### src/rtl/ev_plc_cmd_sequencer.sv
// PLC command sequencer: steps a motor controller through opcode phases and
// time-multiplexes accel/brake. Optional readback check: EV_SEQ_READBACK_EN.
module ev_plc_cmd_sequencer #(
    parameter int HOLD_CYCLES = 4,
    parameter int SLOT_CYCLES = 16
) (
    input  logic       clk,
    input  logic       rst,
    input  logic       req_valid,
    output logic       req_ready,
    input  logic       req_power,
    input  logic       req_headlight,
    input  logic       req_horn,
    input  logic       req_right_ind,
    input  logic [3:0] req_accel,
    input  logic [3:0] req_brake,
    output logic [2:0] op_sel,
    output logic       power_on,
    output logic       headlight,
    output logic       horn,
    output logic       right_ind,
    output logic [3:0] ab_data,
    output logic       ab_phase,
    input  logic       power_status,
    input  logic       overheat_warning,
    input  logic [7:0] motor_speed_in,
    output logic       busy,
    output logic       seq_done,
    output logic       fault_skip,
    output logic       speed_err
);
    localparam int SPD_CYCLES = 2 * SLOT_CYCLES;
    localparam int MAXC       = (SPD_CYCLES > HOLD_CYCLES) ? SPD_CYCLES : HOLD_CYCLES;
    localparam int CW         = $clog2(MAXC);
    localparam int SW         = (SLOT_CYCLES > 1) ? $clog2(SLOT_CYCLES) : 1;

    typedef enum logic [3:0] {
        S_IDLE, S_POWER, S_HEAD, S_HORN, S_IND, S_SPEED, S_PWM, S_OFF, S_DONE
    } state_t;

    state_t          state_q, state_d;
    logic [CW-1:0]   cnt_q, cnt_d, len_m1;
    logic            pwr_q, head_q, horn_q, ind_q, fault_q;
    logic [3:0]      accel_q, brake_q;
    logic [SW-1:0]   slot_q;
    logic            phase_q;
    logic            accept, last;

    assign accept = req_valid && (state_q == S_IDLE);
    assign len_m1 = (state_q == S_SPEED) ? CW'(SPD_CYCLES - 1) : CW'(HOLD_CYCLES - 1);
    assign last   = (cnt_q == len_m1);

    always_comb begin
        state_d = state_q;
        op_sel  = 3'b110;
        case (state_q)
            S_IDLE:  if (accept) state_d = S_POWER;
            S_POWER: begin op_sel = 3'b000; if (last) state_d = pwr_q ? S_HEAD : S_OFF; end
            S_HEAD:  begin op_sel = 3'b001; if (last) state_d = S_HORN; end
            S_HORN:  begin op_sel = 3'b010; if (last) state_d = S_IND; end
            // Overheat seen at the end of IND aborts straight to DONE.
            S_IND:   begin op_sel = 3'b011; if (last) state_d = overheat_warning ? S_DONE : S_SPEED; end
            S_SPEED: begin op_sel = 3'b100; if (last) state_d = S_PWM; end
            S_PWM:   begin op_sel = 3'b101; if (last) state_d = S_DONE; end
            S_OFF:   begin op_sel = 3'b111; if (last) state_d = S_DONE; end
            S_DONE:  state_d = S_IDLE;
            default: state_d = S_IDLE;
        endcase
        cnt_d = (state_q == S_IDLE || state_d != state_q) ? '0 : cnt_q + CW'(1);
    end

    always_ff @(posedge clk) begin
        if (rst) begin
            state_q <= S_IDLE;
            cnt_q   <= '0;
            pwr_q   <= 1'b0;
            head_q  <= 1'b0;
            horn_q  <= 1'b0;
            ind_q   <= 1'b0;
            accel_q <= '0;
            brake_q <= '0;
            fault_q <= 1'b0;
            slot_q  <= '0;
            phase_q <= 1'b0;
        end else begin
            state_q <= state_d;
            cnt_q   <= cnt_d;
            if (accept) begin
                pwr_q   <= req_power;
                head_q  <= req_headlight;
                horn_q  <= req_horn;
                ind_q   <= req_right_ind;
                accel_q <= req_accel;
                brake_q <= req_brake;
                fault_q <= 1'b0;
            end else if (state_q == S_IND && last && overheat_warning) begin
                fault_q <= 1'b1;
            end
            if (slot_q == SW'(SLOT_CYCLES - 1)) begin
                slot_q  <= '0;
                phase_q <= ~phase_q;
            end else begin
                slot_q  <= slot_q + SW'(1);
            end
        end
    end

`ifdef EV_SEQ_READBACK_EN
    logic       err_q;
    logic [7:0] exp_speed;
    logic       unused_rb;

    assign exp_speed = (accel_q > brake_q) ? {accel_q - brake_q, 4'b0000} : 8'h00;
    assign unused_rb = power_status;

    // Only a completed power-on run (no overheat skip) is checked.
    always_ff @(posedge clk) begin
        if (rst || accept)
            err_q <= 1'b0;
        else if (state_q == S_DONE && pwr_q && !fault_q && motor_speed_in != exp_speed)
            err_q <= 1'b1;
    end
    assign speed_err = err_q;
`else
    logic unused_rb;
    assign unused_rb = ^{power_status, motor_speed_in};
    assign speed_err = 1'b0;
`endif

    assign req_ready  = (state_q == S_IDLE);
    assign busy       = (state_q != S_IDLE);
    assign seq_done   = (state_q == S_DONE);
    assign fault_skip = fault_q;
    assign power_on   = pwr_q;
    assign headlight  = head_q;
    assign horn       = horn_q;
    assign right_ind  = ind_q;
    assign ab_phase   = phase_q;
    assign ab_data    = phase_q ? brake_q : accel_q;
endmodule

### config.mk
export PLATFORM = sky130hd
export DESIGN_NAME = ev_plc_cmd_sequencer
export DESIGN_NICKNAME = d
export VERILOG_FILES = /design/src/rtl/ev_plc_cmd_sequencer.sv
export SDC_FILE = /design/constraint.sdc
export NUM_CORES = 1
export LEC_CHECK = 0
export BUFFER_PORTS_ARGS = -buffer_cell sky130_fd_sc_hd__buf_2
export CAP_MARGIN = 40
export CORE_MARGIN = 1
export CORE_UTILIZATION = 45
export DETAILED_ROUTE_END_ITERATION = 6
export GPL_TIMING_DRIVEN = 0
export PLACE_DENSITY = 0.74
export SYNTH_ARGS = -nofsm -noshare
export SYNTH_HDL_FRONTEND = slang
export SYNTH_SLANG_ARGS = --single-unit
### constraint.sdc
create_clock -name clk -period 1.67 [get_ports clk]
set_input_delay 0.4175 -clock clk [delete_from_list [all_inputs] [get_ports clk]]
set_output_delay 0.4175 -clock clk [all_outputs]
set_load 0.02 [all_outputs]
==> results of run 1 <==
## flip-flops by register name, indices dropped and copies added (netlist names)
name / cells
accel_q: 4
fault_skip: 1
brake_q: 4
right_ind: 1
slot_q: 4
cnt_q: 5
power_on: 1
headlight: 1
ab_phase: 1
state_q: 4
horn: 1
## stage by stage
stage	instances	setup TNS (ps)	hold WS, ps	worst slack (ps)	utilization [%]
2_1_floorplan	169	-0.712	433	-0.712	-
3_3_place_gp	231	-651	440	-157	56.4
3_5_place_dp	231	-803	449	-187	56.4
4_1_cts	241	-679	310	-194	62.3
5_1_grt	246	-2260	292	-263	68.6
6_report	246	-1250	304	-232	68.6
## power groups by stage
stage | clock network (uW) | registers [uW] | logic, uW
after CTS | 286 | 688 | 248
final | 289 | 690 | 308
after global placement | 0 | 704 | 212
after global routing | 320 | 694 | 330
after floorplan | 0 | 710 | 143
after detailed placement | 0 | 706 | 216
## timing repair
item / 4_1_cts / 5_1_grt
gates cloned: 0 / 1
pin swaps: 3 / 5
endpoints found under the hold margin: 0 / 0
setup endpoints to repair: 24 / 28
resized for setup: 37 / 43
buffers inserted: 11 / 5
## final timing paths
path | startpoint | endpoint | cells after the start
worst max-delay path | state_q[0] | op_sel[0] | 5
worst min-delay path | req_accel[0] | accel_q[0] | 3
worst max register to register | cnt_q[1] | state_q[0] | 6
worst min register to register | horn | horn | 2
## area by class of cell
type                            instances  area (um2)
Buffer                                  9        83.8
Clock buffer                            3        22.5
Clock inverter                          1        5.00
Fill cell                             212         890
Inverter                                3        11.3
Multi-Input combinational cell        125         871
Sequential cell                        27         562
Tap cell                               31        38.8
Timing Repair Buffer                   47         345
## Yosys cell counts, types with 2 or more instances
library cell	number
and2_1	2
o21a_1	2
nand4_1	2
nor3b_1	4
o21ai_1	3
xnor2_1	3
buf_6	2
ha_1	2
clkbuf_1	7
a211oi_1	3
a21oi_1	18
nor2b_1	3
mux2_2	4
nor2_1	9
buf_2	4
nand3_1	5
xor2_1	2
a21o_1	2
nor4b_1	2
dfxtp_1	27
a31oi_1	2
nand2_1	29
o21ai_0	5
nor3_1	5
inv_1	2
## critical path, stage by stage (launching register included)
cell     delay, ps
dfxtp_4        380
buf_6          120
inv_1          130
nand2_1        100
a21oi_1        240
buf_4          190
## metal layers
metal,up-vias,GRT usage (%),routed length [um]
li1,678,-,-
met1,718,28.6,1600
met2,55,36.0,2160
met3,12,2.49,155
met4,0,11.5,124
met5,-,0,0
## cell families after synthesis
group	Yosys count	share of synthesized area, %
simple gates	70	25.9
other cells	1	0.271
fa+ha+maj	2	1.81
xor+xnor	5	3.17
flops	27	39.1
buf+inv	17	6.33
mux	5	3.98
compound gates	42	19.5
## cells in the final DEF, fill, tap and decap left out, types with 4 or more instances in the layout
| master | synthesis | layout |
|---|---|---|
| nand3_1 | 5 | 5 |
| dfxtp_1 | 27 | 18 |
| nand2_1 | 29 | 27 |
| o21ai_2 | 1 | 4 |
| dfxtp_4 | 0 | 4 |
| nor3b_1 | 4 | 4 |
| nor2_1 | 9 | 9 |
| a21oi_1 | 18 | 17 |
| nor3_1 | 5 | 4 |
| mux2_4 | 0 | 4 |
| buf_4 | 1 | 15 |
| buf_6 | 2 | 15 |
| dfxtp_2 | 0 | 5 |
| buf_2 | 4 | 22 |
==> metrics.yaml, run 1 <==
postRouteAntennaNets: 0
max-vdd-ir-drop_uv: 452
grt_max_degree: 16
row_count: 19
crit_type: "register to output pin"
die_w_um: 57.5
p_int_uw: 902
die_h_um: 57.5
timing.final.crit_share_pct: 114
io-pin-count: 42
drv_slew: 0
drt_wl_total_um: 4040
cts.sinks: 27
initial_core_util_pct: 48.9
placed_cell_area_um2: 1600
gr-usage-all-layers_pct: 22.1
routedWlPerCell_um: 16.4
synth_nets: 196
synth-main-ff-cell: "dfxtp_1"
status: "finished, violations left"
synth_area_leaders: "dfxtp_1 39%, nand2_1 7.9%, a21oi_1 6.5%"
syn_area_um2: 1380
fp.dieArea_um2: 3300
synth_edf_count: 0
violations: "negative setup slack"
crit_fanout: 4
gp_congestion: 0.789
clock.fmax_mhz: 526
min_period_ps: 1900
ys_seq_elements: 27
total_power_uw: 1290
seq_area_frac_synth_pct: 39.1
hold_class: "input pin to register"
cts_max_path_buffers: 2
synth.distinct_cells: 45
yosys_warnings: 0
drc: 0
antenna_cells: 0
hold_violations: 0
io_buffer_count: 31
via_per_inst: 5.95
cp_data_arrival_time_ps: 1480
core_um2: 2830
drt_pass1_iterations: 4
path_clk_slew_ps: 160
cts_tree: "yes"
p_comb_share_pct: 23.9
synthArstFlopShare_pct: 0
finalClockSkew_ps: 9.62
dp_hpwl_um: 2220
h-tree-depth: 1
drt-initial-drc-count: 101
finalNetCount: 243
maxSlewHeadroom_pct: 64.9
cts_hold_buf: 0
cp.required_ps: 1250
antenna_found_initial: 0
switching_power_uw: 386
postSynthAreaPerCell_um2: 8.19
cellLeakagePower_uw: 0.000792
cts-buffers-inserted: 3
synth_top_cell_area_share_pct: 39.1
seqPwrFrac_pct: 53.6
maxCapViolCount: 0
crit_path_start_kind: "register"
area_growth_syn_to_layout_pct: 40.1
vias: 1463
worst_pin_slew_ps: 527
grt_pass1_wl_um: 5790
synthCells: 169
cts_root_buf: "clkbuf_4"
finalWorstSetupSlack_ps: -232
power_frac_clock_pct: 22.5
grt_pass1_vias: 1289
overflow: 0
drive_above_1_share_pct: 43.3
p_sw_share_pct: 30.0
rsz0062_at_grt: "yes"
cellPowerDensity_nw_per_um2: 664
rrSetupSlack_ps: -140
post-synth-top-area-cell: "dfxtp_1"
clk_latency_ps: 330
setup_viol: 9
design_area_um2: 1940
critPathCaptureType: "output pin"
No activity file was read; power rests on OpenSTA's default activity.
==> run 2, diff against run 1 <==
Settings changed: GPL_TIMING_DRIVEN 0 to not set.
==> run 2 against run 1 <==
  * Clock skew down 2.5 ps
  * The run still ends with negative setup slack left
  * Die area is the same
  * Cell count shrank 0.41%
  * Critical path type unchanged
  * Via count down 4.6%
  * Global-route usage grew 3.0 points
  * Total power down 1.1%
  * Count of clock-buffer cells in the layout stayed put
  * Combinational power down 6%
==> metrics.yaml, run 2 (same netlist as run 1, synthesis figures left out) <==
drt_wl_total_um: 3800  # was 4040 um
hold_violations: 0  # unchanged
clk_latency_ps: 330  # about the same
crit_type: "register to output pin"  # unchanged
gp_congestion: 0.785  # was 0.789
drt-initial-drc-count: 80  # was 101
cts_root_buf: "clkbuf_4"  # unchanged
slowest_delay_ps: 400  # was 380 ps
drc: 0  # unchanged
area_growth_syn_to_layout_pct: 39.0  # was 40.1%
critPathCaptureType: "output pin"  # unchanged
finalClockSkew_ps: 7.12  # was 9.62 ps
placed_cell_area_um2: 1640  # was 1600 um2
vias: 1395  # was 1463
routedWlPerCell_um: 15.5  # was 16.4 um
violations: "negative setup slack"  # unchanged
cp.required_ps: 1250  # about the same
status: "finished, violations left"  # unchanged
max-vdd-ir-drop_uv: 661  # was 452 uV
maxCapViolCount: 0  # unchanged
timing.final.crit_share_pct: 109  # was 114%
clock.fmax_mhz: 548  # was 526 MHz
dp_hpwl_um: 2340  # was 2220 um
switching_power_uw: 376  # was 386 uW
die_h_um: 57.5  # unchanged
design_area_um2: 1920  # was 1940 um2
drv_slew: 0  # unchanged
rsz0062_at_grt: "yes"  # unchanged
h-tree-depth: 1  # unchanged
finish.utilization_pct: 68.0  # was 68.6%
antenna_found_initial: 0  # unchanged
hold_class: "input pin to register"  # unchanged
power_frac_clock_pct: 22.7  # was 22.5%
grt_max_degree: 22  # was 16
grt_pass1_wl_um: 6300  # was 5790 um
grt_pass1_vias: 1407  # was 1289
p_sw_share_pct: 29.5  # was 30.0%
total_power_uw: 1270  # was 1290 uW
largest_reg_flops: 5  # unchanged
via_per_inst: 5.69  # was 5.95
final_common_cell: "nand2_1"  # unchanged
seqPwrFrac_pct: 54.6  # was 53.6%
overflow: 0  # unchanged
antenna_cells: 0  # unchanged
cts.sinks: 27  # unchanged
finalNetCount: 242  # was 243
drive_above_1_share_pct: 43.0  # was 43.3%
crit_chain: "o21ai_2, or3b_4, buf_6"  # was buf_6, inv_1, nand2_1, a21oi_1, buf_4
initial_core_util_pct: 48.9  # unchanged
place_ws_ps: -59.1  # was -187 ps
cellPowerDensity_nw_per_um2: 662  # was 664 nW/um2
io_buffer_count: 31  # unchanged
postRouteAntennaNets: 0  # unchanged
path_clk_slew_ps: 150  # was 160 ps
cts_tree: "yes"  # unchanged
layout_common_cells: "29 x nand2_1, 23 x buf_4, 21 x dfxtp_1, 21 x buf_2, 17 x a21oi_1"  # was 27 x nand2_1, 22 x buf_2, 18 x dfxtp_1, 17 x a21oi_1
timing.setup.tns_ps: -639  # was -1250 ps
p_comb_share_pct: 22.7  # was 23.9%
fp.dieArea_um2: 3300  # unchanged
gr-usage-all-layers_pct: 25.1  # was 22.1%
cp_data_arrival_time_ps: 1410  # was 1480 ps
row_count: 19  # unchanged
cellLeakagePower_uw: 0.000784  # was 0.000792 uW
p_int_uw: 897  # was 902 uW
io-pin-count: 42  # unchanged
cts-buffers-inserted: 3  # unchanged
crit_fanout: 5  # was 4
cts_max_path_buffers: 2  # unchanged
core_um2: 2830  # unchanged
die_w_um: 57.5  # unchanged
regMostFlops: "cnt_q"  # unchanged
drt_pass1_iterations: 4  # unchanged
crit_path_start_kind: "register"  # unchanged
cpMaxStageDelayCell: "dfxtp_4"  # unchanged
setup_viol: 9  # unchanged
min_period_ps: 1830  # was 1900 ps
finalWorstSetupSlack_ps: -156  # was -232 ps
cts_hold_buf: 0  # unchanged
run 2: layout make-up:
| cell class | count | area, um2 |
|---|---|---|
| Clock buffer | 3 | 22.5 |
| Tap cell | 31 | 38.8 |
| Multi-Input combinational cell | 125 | 888 |
| Timing Repair Buffer | 55 | 402 |
| Fill cell | 224 | 906 |
| Inverter | 3 | 11.3 |
| Clock inverter | 1 | 5.00 |
| Sequential cell | 27 | 556 |
run 2: final timing paths:
check / from / endpoint / slack (ps) / cells after the start
worst min-delay path: req_right_ind / right_ind / 300 / 3
worst max-delay path: state_q[1] / op_sel[2] / -160 / 3
worst max register to register: cnt_q[1] / state_q[0] / -20 / 5
worst min register to register: accel_q[1] / accel_q[1] / 460 / 2
run 2: layer usage:
layer	wire (um)	track usage [%]	vias up
met3	137	5.90	13
met4	131	13.2	0
met2	2040	45.7	37
met1	1490	26.5	671
met5	0	0	-
li1	-	-	674
run 2: stage by stage:
stage,hold slack (ps),cells
2_1_floorplan,433,169
3_3_place_gp,439,233
3_5_place_dp,445,233
4_1_cts,289,243
5_1_grt,285,245
6_report,300,245
run 2: power groups by stage:
stage / logic, uW / registers (uW) / clock network (uW)
4_1_cts: 262 / 694 / 297
2_1_floorplan: 143 / 710 / 0
6_report: 290 / 695 / 288
3_3_place_gp: 212 / 708 / 0
5_1_grt: 314 / 700 / 319
3_5_place_dp: 218 / 711 / 0
run 2: critical path, delay by kind of cell (launching register included):
family / cells / cell delay (ps)
flip-flops: 1 / 400
AND/OR/NAND/NOR: 1 / 390
AO/OA/AOI/OAI: 1 / 140
buffers and inverters: 1 / 140
run 2: repair_timing:
| action | 4_1_cts | 5_1_grt |
|---|---|---|
| gates resized for setup | 42 | 13 |
| endpoints found under the setup margin | 15 | 24 |
| setup buffers | 6 | 2 |
| pin swaps | 1 | 4 |
